<file path="src/rtl/ctl_segment_latch.sv">
// ctl_segment_latch: controller register bank between the CPU-side BRAM port
// and the modulation, STM and silencer engines. CPU writes land in shadow
// registers; a control-flag write raises UPDATE_REQ for a subsystem, and the
// consumer's UPDATE_ACK copies that subsystem's shadow into its active
// outputs in one cycle.
// Optional build macro: AUTD3_CTL_READBACK_EN -- when defined, DOUT also
// returns shadow contents of every mapped segment/silencer/read-segment address.
module ctl_segment_latch #(
  parameter int NUM_SEGMENTS = 2,
  parameter int DATA_WIDTH   = 16
) (
  input  logic                         CLK,
  input  logic                         RST,
  input  logic                         WE,
  input  logic [7:0]                   ADDR,
  input  logic [DATA_WIDTH-1:0]        DIN,
  output logic [DATA_WIDTH-1:0]        DOUT,
  output logic [2:0]                   UPDATE_REQ,
  input  logic [2:0]                   UPDATE_ACK,
  output logic [16*NUM_SEGMENTS-1:0]   MOD_CYCLE,
  output logic [32*NUM_SEGMENTS-1:0]   MOD_FREQ_DIV,
  output logic [32*NUM_SEGMENTS-1:0]   MOD_REP,
  output logic [1:0]                   MOD_RD_SEGMENT,
  output logic [16*NUM_SEGMENTS-1:0]   STM_CYCLE,
  output logic [32*NUM_SEGMENTS-1:0]   STM_FREQ_DIV,
  output logic [32*NUM_SEGMENTS-1:0]   STM_REP,
  output logic [NUM_SEGMENTS-1:0]      STM_MODE,
  output logic [32*NUM_SEGMENTS-1:0]   STM_SOUND_SPEED,
  output logic [1:0]                   STM_RD_SEGMENT,
  output logic                         SILENCER_MODE,
  output logic [15:0]                  SILENCER_UR_INT,
  output logic [15:0]                  SILENCER_UR_PHASE,
  output logic [15:0]                  SILENCER_CS_INT,
  output logic [15:0]                  SILENCER_CS_PHASE
);

  localparam logic [15:0] VERSION_MAJOR = 16'h00A2;
  localparam logic [15:0] VERSION_MINOR = 16'h0001;

  localparam int SUB_MOD = 0;
  localparam int SUB_STM = 1;
  localparam int SUB_SIL = 2;

  typedef enum logic {IDLE, PENDING} req_state_e;

  typedef struct packed {
    logic [15:0] cycle;
    logic [31:0] freq_div;
    logic [31:0] rep;
  } mod_seg_t;

  typedef struct packed {
    logic [15:0] cycle;
    logic [31:0] freq_div;
    logic [31:0] rep;
    logic        mode;
    logic [31:0] sound_speed;
  } stm_seg_t;

  typedef struct packed {
    logic        mode;
    logic [15:0] ur_int;
    logic [15:0] ur_phase;
    logic [15:0] cs_int;
    logic [15:0] cs_phase;
  } sil_t;

  localparam sil_t SIL_RESET = '{mode: 1'b0, ur_int: 16'd256, ur_phase: 16'd256,
                                 cs_int: 16'd10, cs_phase: 16'd40};

  mod_seg_t   mod_sh_q  [NUM_SEGMENTS];
  mod_seg_t   mod_sh_d  [NUM_SEGMENTS];
  mod_seg_t   mod_act_q [NUM_SEGMENTS];
  mod_seg_t   mod_act_d [NUM_SEGMENTS];
  stm_seg_t   stm_sh_q  [NUM_SEGMENTS];
  stm_seg_t   stm_sh_d  [NUM_SEGMENTS];
  stm_seg_t   stm_act_q [NUM_SEGMENTS];
  stm_seg_t   stm_act_d [NUM_SEGMENTS];
  sil_t       sil_sh_q, sil_sh_d, sil_act_q, sil_act_d;
  logic [1:0] mod_rd_sh_q, mod_rd_sh_d, mod_rd_act_q, mod_rd_act_d;
  logic [1:0] stm_rd_sh_q, stm_rd_sh_d, stm_rd_act_q, stm_rd_act_d;
  req_state_e state_q [3];
  req_state_e state_d [3];
  logic [2:0] flag_set;
  logic [2:0] commit;
  logic [15:0] rdata_d;

  // Shadow write decode: every mapped CPU write updates the shadow bank.
  always_comb begin
    // NOTE: every variable gets a default before any branch so no path
    // leaves it unassigned, which would otherwise infer a latch.
    mod_sh_d    = mod_sh_q;
    stm_sh_d    = stm_sh_q;
    sil_sh_d    = sil_sh_q;
    mod_rd_sh_d = mod_rd_sh_q;
    stm_rd_sh_d = stm_rd_sh_q;
    flag_set    = 3'b000;
    if (WE) begin
      case (ADDR)
        8'h00: flag_set          = DIN[2:0];
        8'h21: mod_rd_sh_d       = DIN[1:0];
        8'h52: stm_rd_sh_d       = DIN[1:0];
        8'h40: sil_sh_d.mode     = DIN[0];
        8'h41: sil_sh_d.ur_int   = DIN;
        8'h42: sil_sh_d.ur_phase = DIN;
        8'h43: sil_sh_d.cs_int   = DIN;
        8'h44: sil_sh_d.cs_phase = DIN;
        default: ;
      endcase
      for (int s = 0; s < NUM_SEGMENTS; s++) begin
        if (ADDR[7:5] == 3'b100 && ADDR[4:3] == 2'(s)) begin
          case (ADDR[2:0])
            3'd0: mod_sh_d[s].cycle          = DIN;
            3'd1: mod_sh_d[s].freq_div[15:0]  = DIN;
            3'd2: mod_sh_d[s].freq_div[31:16] = DIN;
            3'd3: mod_sh_d[s].rep[15:0]       = DIN;
            3'd4: mod_sh_d[s].rep[31:16]      = DIN;
            default: ;
          endcase
        end
        if (ADDR[7:5] == 3'b101 && ADDR[4:3] == 2'(s)) begin
          case (ADDR[2:0])
            3'd0: stm_sh_d[s].cycle              = DIN;
            3'd1: stm_sh_d[s].freq_div[15:0]     = DIN;
            3'd2: stm_sh_d[s].freq_div[31:16]    = DIN;
            3'd3: stm_sh_d[s].rep[15:0]          = DIN;
            3'd4: stm_sh_d[s].rep[31:16]         = DIN;
            3'd5: stm_sh_d[s].mode               = DIN[0];
            3'd6: stm_sh_d[s].sound_speed[15:0]  = DIN;
            default: stm_sh_d[s].sound_speed[31:16] = DIN;
          endcase
        end
      end
    end
  end

  // Per-subsystem request FSM; a new flag write wins over the ack so a
  // coincident request stays pending after the commit.
  always_comb begin
    commit     = 3'b000;
    UPDATE_REQ = 3'b000;
    for (int k = 0; k < 3; k++) begin
      state_d[k]    = state_q[k];
      UPDATE_REQ[k] = (state_q[k] == PENDING);
      commit[k]     = (state_q[k] == PENDING) && UPDATE_ACK[k];
      if (flag_set[k]) begin
        state_d[k] = PENDING;
      end else if (commit[k]) begin
        state_d[k] = IDLE;
      end
    end
  end

  // Commit: load actives from the next shadow so an ack-cycle write is included.
  always_comb begin
    mod_act_d    = mod_act_q;
    stm_act_d    = stm_act_q;
    sil_act_d    = sil_act_q;
    mod_rd_act_d = mod_rd_act_q;
    stm_rd_act_d = stm_rd_act_q;
    if (commit[SUB_MOD]) begin
      mod_act_d    = mod_sh_d;
      mod_rd_act_d = mod_rd_sh_d;
    end
    if (commit[SUB_STM]) begin
      stm_act_d    = stm_sh_d;
      stm_rd_act_d = stm_rd_sh_d;
    end
    if (commit[SUB_SIL]) begin
      sil_act_d = sil_sh_d;
    end
  end

  // Read mux: status and version always, shadow contents when readback is built in.
  always_comb begin
    rdata_d = 16'h0000;
    case (ADDR)
      8'h01: rdata_d = {13'b0, UPDATE_REQ};
      8'h30: rdata_d = VERSION_MAJOR;
      8'h31: rdata_d = VERSION_MINOR;
`ifdef AUTD3_CTL_READBACK_EN
      8'h21: rdata_d = {14'b0, mod_rd_sh_q};
      8'h52: rdata_d = {14'b0, stm_rd_sh_q};
      8'h40: rdata_d = {15'b0, sil_sh_q.mode};
      8'h41: rdata_d = sil_sh_q.ur_int;
      8'h42: rdata_d = sil_sh_q.ur_phase;
      8'h43: rdata_d = sil_sh_q.cs_int;
      8'h44: rdata_d = sil_sh_q.cs_phase;
`endif
      default: ;
    endcase
`ifdef AUTD3_CTL_READBACK_EN
    for (int s = 0; s < NUM_SEGMENTS; s++) begin
      if (ADDR[7:5] == 3'b100 && ADDR[4:3] == 2'(s)) begin
        case (ADDR[2:0])
          3'd0: rdata_d = mod_sh_q[s].cycle;
          3'd1: rdata_d = mod_sh_q[s].freq_div[15:0];
          3'd2: rdata_d = mod_sh_q[s].freq_div[31:16];
          3'd3: rdata_d = mod_sh_q[s].rep[15:0];
          3'd4: rdata_d = mod_sh_q[s].rep[31:16];
          default: ;
        endcase
      end
      if (ADDR[7:5] == 3'b101 && ADDR[4:3] == 2'(s)) begin
        case (ADDR[2:0])
          3'd0: rdata_d = stm_sh_q[s].cycle;
          3'd1: rdata_d = stm_sh_q[s].freq_div[15:0];
          3'd2: rdata_d = stm_sh_q[s].freq_div[31:16];
          3'd3: rdata_d = stm_sh_q[s].rep[15:0];
          3'd4: rdata_d = stm_sh_q[s].rep[31:16];
          3'd5: rdata_d = {15'b0, stm_sh_q[s].mode};
          3'd6: rdata_d = stm_sh_q[s].sound_speed[15:0];
          default: rdata_d = stm_sh_q[s].sound_speed[31:16];
        endcase
      end
    end
`endif
  end

  // Flatten active registers onto the consumer-facing buses, segment 0 in LSBs.
  always_comb begin
    MOD_CYCLE       = '0;
    MOD_FREQ_DIV    = '0;
    MOD_REP         = '0;
    STM_CYCLE       = '0;
    STM_FREQ_DIV    = '0;
    STM_REP         = '0;
    STM_MODE        = '0;
    STM_SOUND_SPEED = '0;
    for (int s = 0; s < NUM_SEGMENTS; s++) begin
      MOD_CYCLE[16*s +: 16]       = mod_act_q[s].cycle;
      MOD_FREQ_DIV[32*s +: 32]    = mod_act_q[s].freq_div;
      MOD_REP[32*s +: 32]         = mod_act_q[s].rep;
      STM_CYCLE[16*s +: 16]       = stm_act_q[s].cycle;
      STM_FREQ_DIV[32*s +: 32]    = stm_act_q[s].freq_div;
      STM_REP[32*s +: 32]         = stm_act_q[s].rep;
      STM_MODE[s]                 = stm_act_q[s].mode;
      STM_SOUND_SPEED[32*s +: 32] = stm_act_q[s].sound_speed;
    end
    MOD_RD_SEGMENT    = mod_rd_act_q;
    STM_RD_SEGMENT    = stm_rd_act_q;
    SILENCER_MODE     = sil_act_q.mode;
    SILENCER_UR_INT   = sil_act_q.ur_int;
    SILENCER_UR_PHASE = sil_act_q.ur_phase;
    SILENCER_CS_INT   = sil_act_q.cs_int;
    SILENCER_CS_PHASE = sil_act_q.cs_phase;
  end

  // State registers with synchronous reset; silencer resets to its defaults.
  always_ff @(posedge CLK) begin
    if (RST) begin
      // NOTE: the segment banks are plain flop arrays, so they take the reset
      // like any other register; a RAM-backed bank could not be cleared this way.
      for (int s = 0; s < NUM_SEGMENTS; s++) begin
        mod_sh_q[s]  <= '0;
        mod_act_q[s] <= '0;
        stm_sh_q[s]  <= '0;
        stm_act_q[s] <= '0;
      end
      for (int k = 0; k < 3; k++) begin
        state_q[k] <= IDLE;
      end
      sil_sh_q     <= SIL_RESET;
      sil_act_q    <= SIL_RESET;
      mod_rd_sh_q  <= 2'b00;
      mod_rd_act_q <= 2'b00;
      stm_rd_sh_q  <= 2'b00;
      stm_rd_act_q <= 2'b00;
      DOUT         <= '0;
    end else begin
      // NOTE: non-blocking assignments make every register here sample the
      // same pre-edge values, independent of statement order.
      mod_sh_q     <= mod_sh_d;
      mod_act_q    <= mod_act_d;
      stm_sh_q     <= stm_sh_d;
      stm_act_q    <= stm_act_d;
      state_q      <= state_d;
      sil_sh_q     <= sil_sh_d;
      sil_act_q    <= sil_act_d;
      mod_rd_sh_q  <= mod_rd_sh_d;
      mod_rd_act_q <= mod_rd_act_d;
      stm_rd_sh_q  <= stm_rd_sh_d;
      stm_rd_act_q <= stm_rd_act_d;
      DOUT         <= rdata_d;
    end
  end

endmodule

</file>
<file path="config.mk">
export PLATFORM = sky130hd
export DESIGN_NAME = ctl_segment_latch
export DESIGN_NICKNAME = d
export VERILOG_FILES = /design/src/rtl/ctl_segment_latch.sv
export SDC_FILE = /design/constraint.sdc
export NUM_CORES = 2
export LEC_CHECK = 0
export CORE_MARGIN = 1
export CORE_UTILIZATION = 49
export CTS_BUF_LIST = sky130_fd_sc_hd__clkbuf_4 sky130_fd_sc_hd__clkbuf_8 sky130_fd_sc_hd__clkbuf_16
export DETAILED_ROUTE_END_ITERATION = 12
export PLACE_DENSITY = 0.74
export SYNTH_ARGS = -nofsm -noshare
export SYNTH_HDL_FRONTEND = slang
export SYNTH_SLANG_ARGS = --single-unit
</file>
<file path="constraint.sdc">
create_clock -name CLK -period 1.5 [get_ports CLK]
set_input_delay 0.15 -clock CLK [delete_from_list [all_inputs] [get_ports CLK]]
set_output_delay 0.15 -clock CLK [all_outputs]
set_load 0.1 [all_outputs]
</file>
==> impl_results.md <==
- Post-synth top area share: 51.4%
- Max Clk Rate: 0.623 GHz
- Core Area: 71700 um2
- Worst path required time: 2.02 ns
- # setup viols final: 9
- Nets: 4289
- Layout Skew: 0.0228 ns
- Peak VDD IR: 0.000831 V
- Antenna Nets Post-Route: 0
- FFs w/ async S/R, synth: 0%
- Drt wl/cell: 26.7 um
- CTS max path bufs: 3
- Clk Latency, worst-skew pair: 0.66 ns
- Number of synthesized flops with an enable pin: 0
- H-tree lvl count: 3
- Cell mode on critical path: buf_12
- TritonCTS Buffers: 89
- Reg clk slew, reported paths: 0.07 ns
- Slew HR: 53.4%
- First-pass GRT wire length: 210000 um
- Slew @ Worst Pin: 0.699 ns
- I/O pin total: 504
- Crit path buffers/inverters: 2
- WP data arrival: 2.12 ns
- Post-Syn Instances: 3869
- Failing checks: negative setup slack
- Largest cells by area after synthesis: dfxtp_1 51%, a311oi_1 11%, o31ai_1 9.5%
- CTS tree: yes
- CP max FO: 34
- Row Count: 98
- RSZ-0062 raised after global routing: yes
- Top Family by Delay on Critical Path: compound AO/OA/AOI/OAI gates
- Grt ovf: 0
- Clk sinks: 917
- Mapped cell area: 35700 um2
- Crit Path Category: flop to flop
- Min Clock Period, post-route: 1.61 ns
- MaxCap Viol Count: 0
- Die height: 272 um
- Die X: 272 um
- Area grow syn2layout: 50.5%
- Port Buffers: 492
- Crit path launch type: flop
- Placed inst area: 49700 um2
- Status: finished with violations
- Drt pass-1 iters: 8
- Crit path max-delay cell type: a311oi_1
- Total GRT Usage: 36.2%
- Fin. Hold Viols: 0
- Area leader, netlist: dfxtp_1
- Synthesized flop and latch total: 917
- Synth Area in Simple Gates: 14.7%
- Most numerous cell in the Yosys netlist: dfxtp_1
- Multi-input logic area: 16600 um2
- Drc violations: 0
- Yosys cell types: 43
- Critical-path cell list: and2_4 > buf_12 > buf_12 > nor2_1 > a311oi_1
- Main combinational cell family by area after synthesis: compound AO/OA/AOI/OAI gates
- Ys flop type: dfxtp_1
- Routability cong.: 0.852
- Synthesized-area fraction occupied by adder cells: 0%
- Post-synthesis compound-gate area fraction: 27.2%
- Vias in the first global route: 34748
- Post-Synth XOR/XNOR Area: 0%
- CTS Root Cell: clkbuf_16
- Final core occ: 74.9%
- Initial antenna violation count: 8
- Non-Filler Instances: 5287
- Most common library cells after synthesis: 917 x dfxtp_1, 458 x nor2_1, 453 x o31ai_1
- Register area share after synthesis: 51.4%
- Crit end category: flop
- Via density: 6.89
- Final instance area: 53700 um2
- Final slew viol count: 0
- Worst setup margin: -0.105 ns
- Syn_area_per_cell: 9.23 um2
- Mux contribution to synthesized area: 0%
- Register area: 18400 um2
- Pin count of the biggest net entering global routing: 104
- Routed wire length: 141000 um
- Initial core utilization: 49.8%
- Placed cells: 5102
- Max incr delay on CP: 0.42 ns
- Share of cells above drive strength 1: 29.5%
- Drt initial violations: 4327
- Synth warnings: 0
- Tcrit/Tclk final: 107%
- Placed wire-length estimate: 91200 um
- Total die area: 73900 um2
- PwrDens: 961 nW/um2
- Post-placement worst setup slack: -0.918 ns
- LEAKAGE: 0.0174 uW
- Via count: 36403
- Worst hold-check path type: input pin to flop
- Fillers: 4450
cells in the final DEF, fill, tap and decap left out, drive strengths merged, types with 3 or more instances in the layout:
master,Yosys,routed
a21oi,452,452
a311oi,451,451
a31oi,4,4
and2,5,5
and4,17,17
and4b,18,18
buf,168,851
bufinv,0,6
clkbuf,407,134
clkdlybuf4s50,0,5
clkinv,0,16
conb,1,11
dfxtp,917,917
diode,0,5
dlygate4sd3,0,4
inv,4,10
nand2,4,4
nand2b,5,5
nand3,65,65
nand3b,5,5
nand4,392,392
nand4bb,4,4
nor2,458,458
nor2b,3,3
nor3,10,10
nor4bb,3,3
o31ai,453,453
or4b,3,3
worst register-to-register path: cells and delay by family, from the launching register on:
kind | cells | cell delay, ns
flip-flops | 1 | 0.37
AND/OR/NAND/NOR | 2 | 0.30
buffers and inverters | 2 | 0.38
AO/OA/AOI/OAI | 1 | 0.42
final timing paths:
kind	startpoint	to	slack [ns]	cells after the start
setup / recovery	UPDATE_REQ[1]	STM_SOUND_SPEED[43]	-0.11	5
hold / removal	DIN[10]	mod_sh_q[106]	0.03	4
setup reg to reg	UPDATE_REQ[1]	STM_SOUND_SPEED[43]	-0.11	5
hold reg to reg	mod_sh_q[125]	mod_sh_q[125]	0.47	2
state kept, by name, summed over array words and instances, names as in the netlist, 4 cells and up:
register / flops
DOUT: 4
MOD_CYCLE: 32
MOD_FREQ_DIV: 64
MOD_REP: 64
SILENCER_CS_INT: 16
SILENCER_CS_PHASE: 16
SILENCER_UR_INT: 16
SILENCER_UR_PHASE: 16
STM_CYCLE: 32
STM_FREQ_DIV: 64
STM_REP: 64
STM_SOUND_SPEED: 64
mod_sh_q: 160
sil_sh_q: 65
stm_sh_q: 226
through the flow:
stage          setup TNS, ns  hold WS (ns)  power, uW
6_report              -0.340        0.0257      51600
3_5_place_dp         -672.32         0.460      28200
5_1_grt               -0.444        0.0295      52600
2_1_floorplan         -48.15         0.321      26600
3_3_place_gp         -648.18         0.452      28200
4_1_cts                    0       0.00523      51400
layout make-up:
class,count,share of cell area [%]
clock buffer,134,5.10
sequential,917,34.3
inverter,4,0.0279
tap,950,2.21
multi-input combinational,2383,30.9
antenna,5,0.0233
timing repair buffer,864,26.7
clock inverter,30,0.675
timing repair:
| action | CTS | global route |
|---|---|---|
| endpoints found under the setup margin | 677 | 331 |
| endpoints found under the hold margin | 22 | 0 |
| gates cloned | 1 | 0 |
| pin swaps | 4 | 3 |
| hold buffers | 4 | 0 |
| gates resized for setup | 68 | 100 |
| buffers inserted | 10 | 1 |
layer usage:
metal,wire length [um],vias up,share of wire (%),track usage [%]
met3,15300,620,11,8.48
met2,64100,2429,45,55.9
li1,-,15814,-,-
met1,51600,17530,37,45.4
met5,61,-,0.043,0
met4,10200,10,7.2,23.0
kinds of logic (layout without fill, tap and decap cells):
family / Yosys count / in the layout
buffers and inverters: 579 / 1032
other: 1 / 16
flip-flops: 917 / 917
AO/OA/AOI/OAI: 1368 / 1368
AND/OR/NAND/NOR: 1004 / 1004
power breakdown:
part / internal [uW] / switching, uW
combinational: 1020 / 2550
clock: 13800 / 9930
sequential: 24400 / 15.5
total: 39100 / 12500
(Power assumes the default switching activity.)
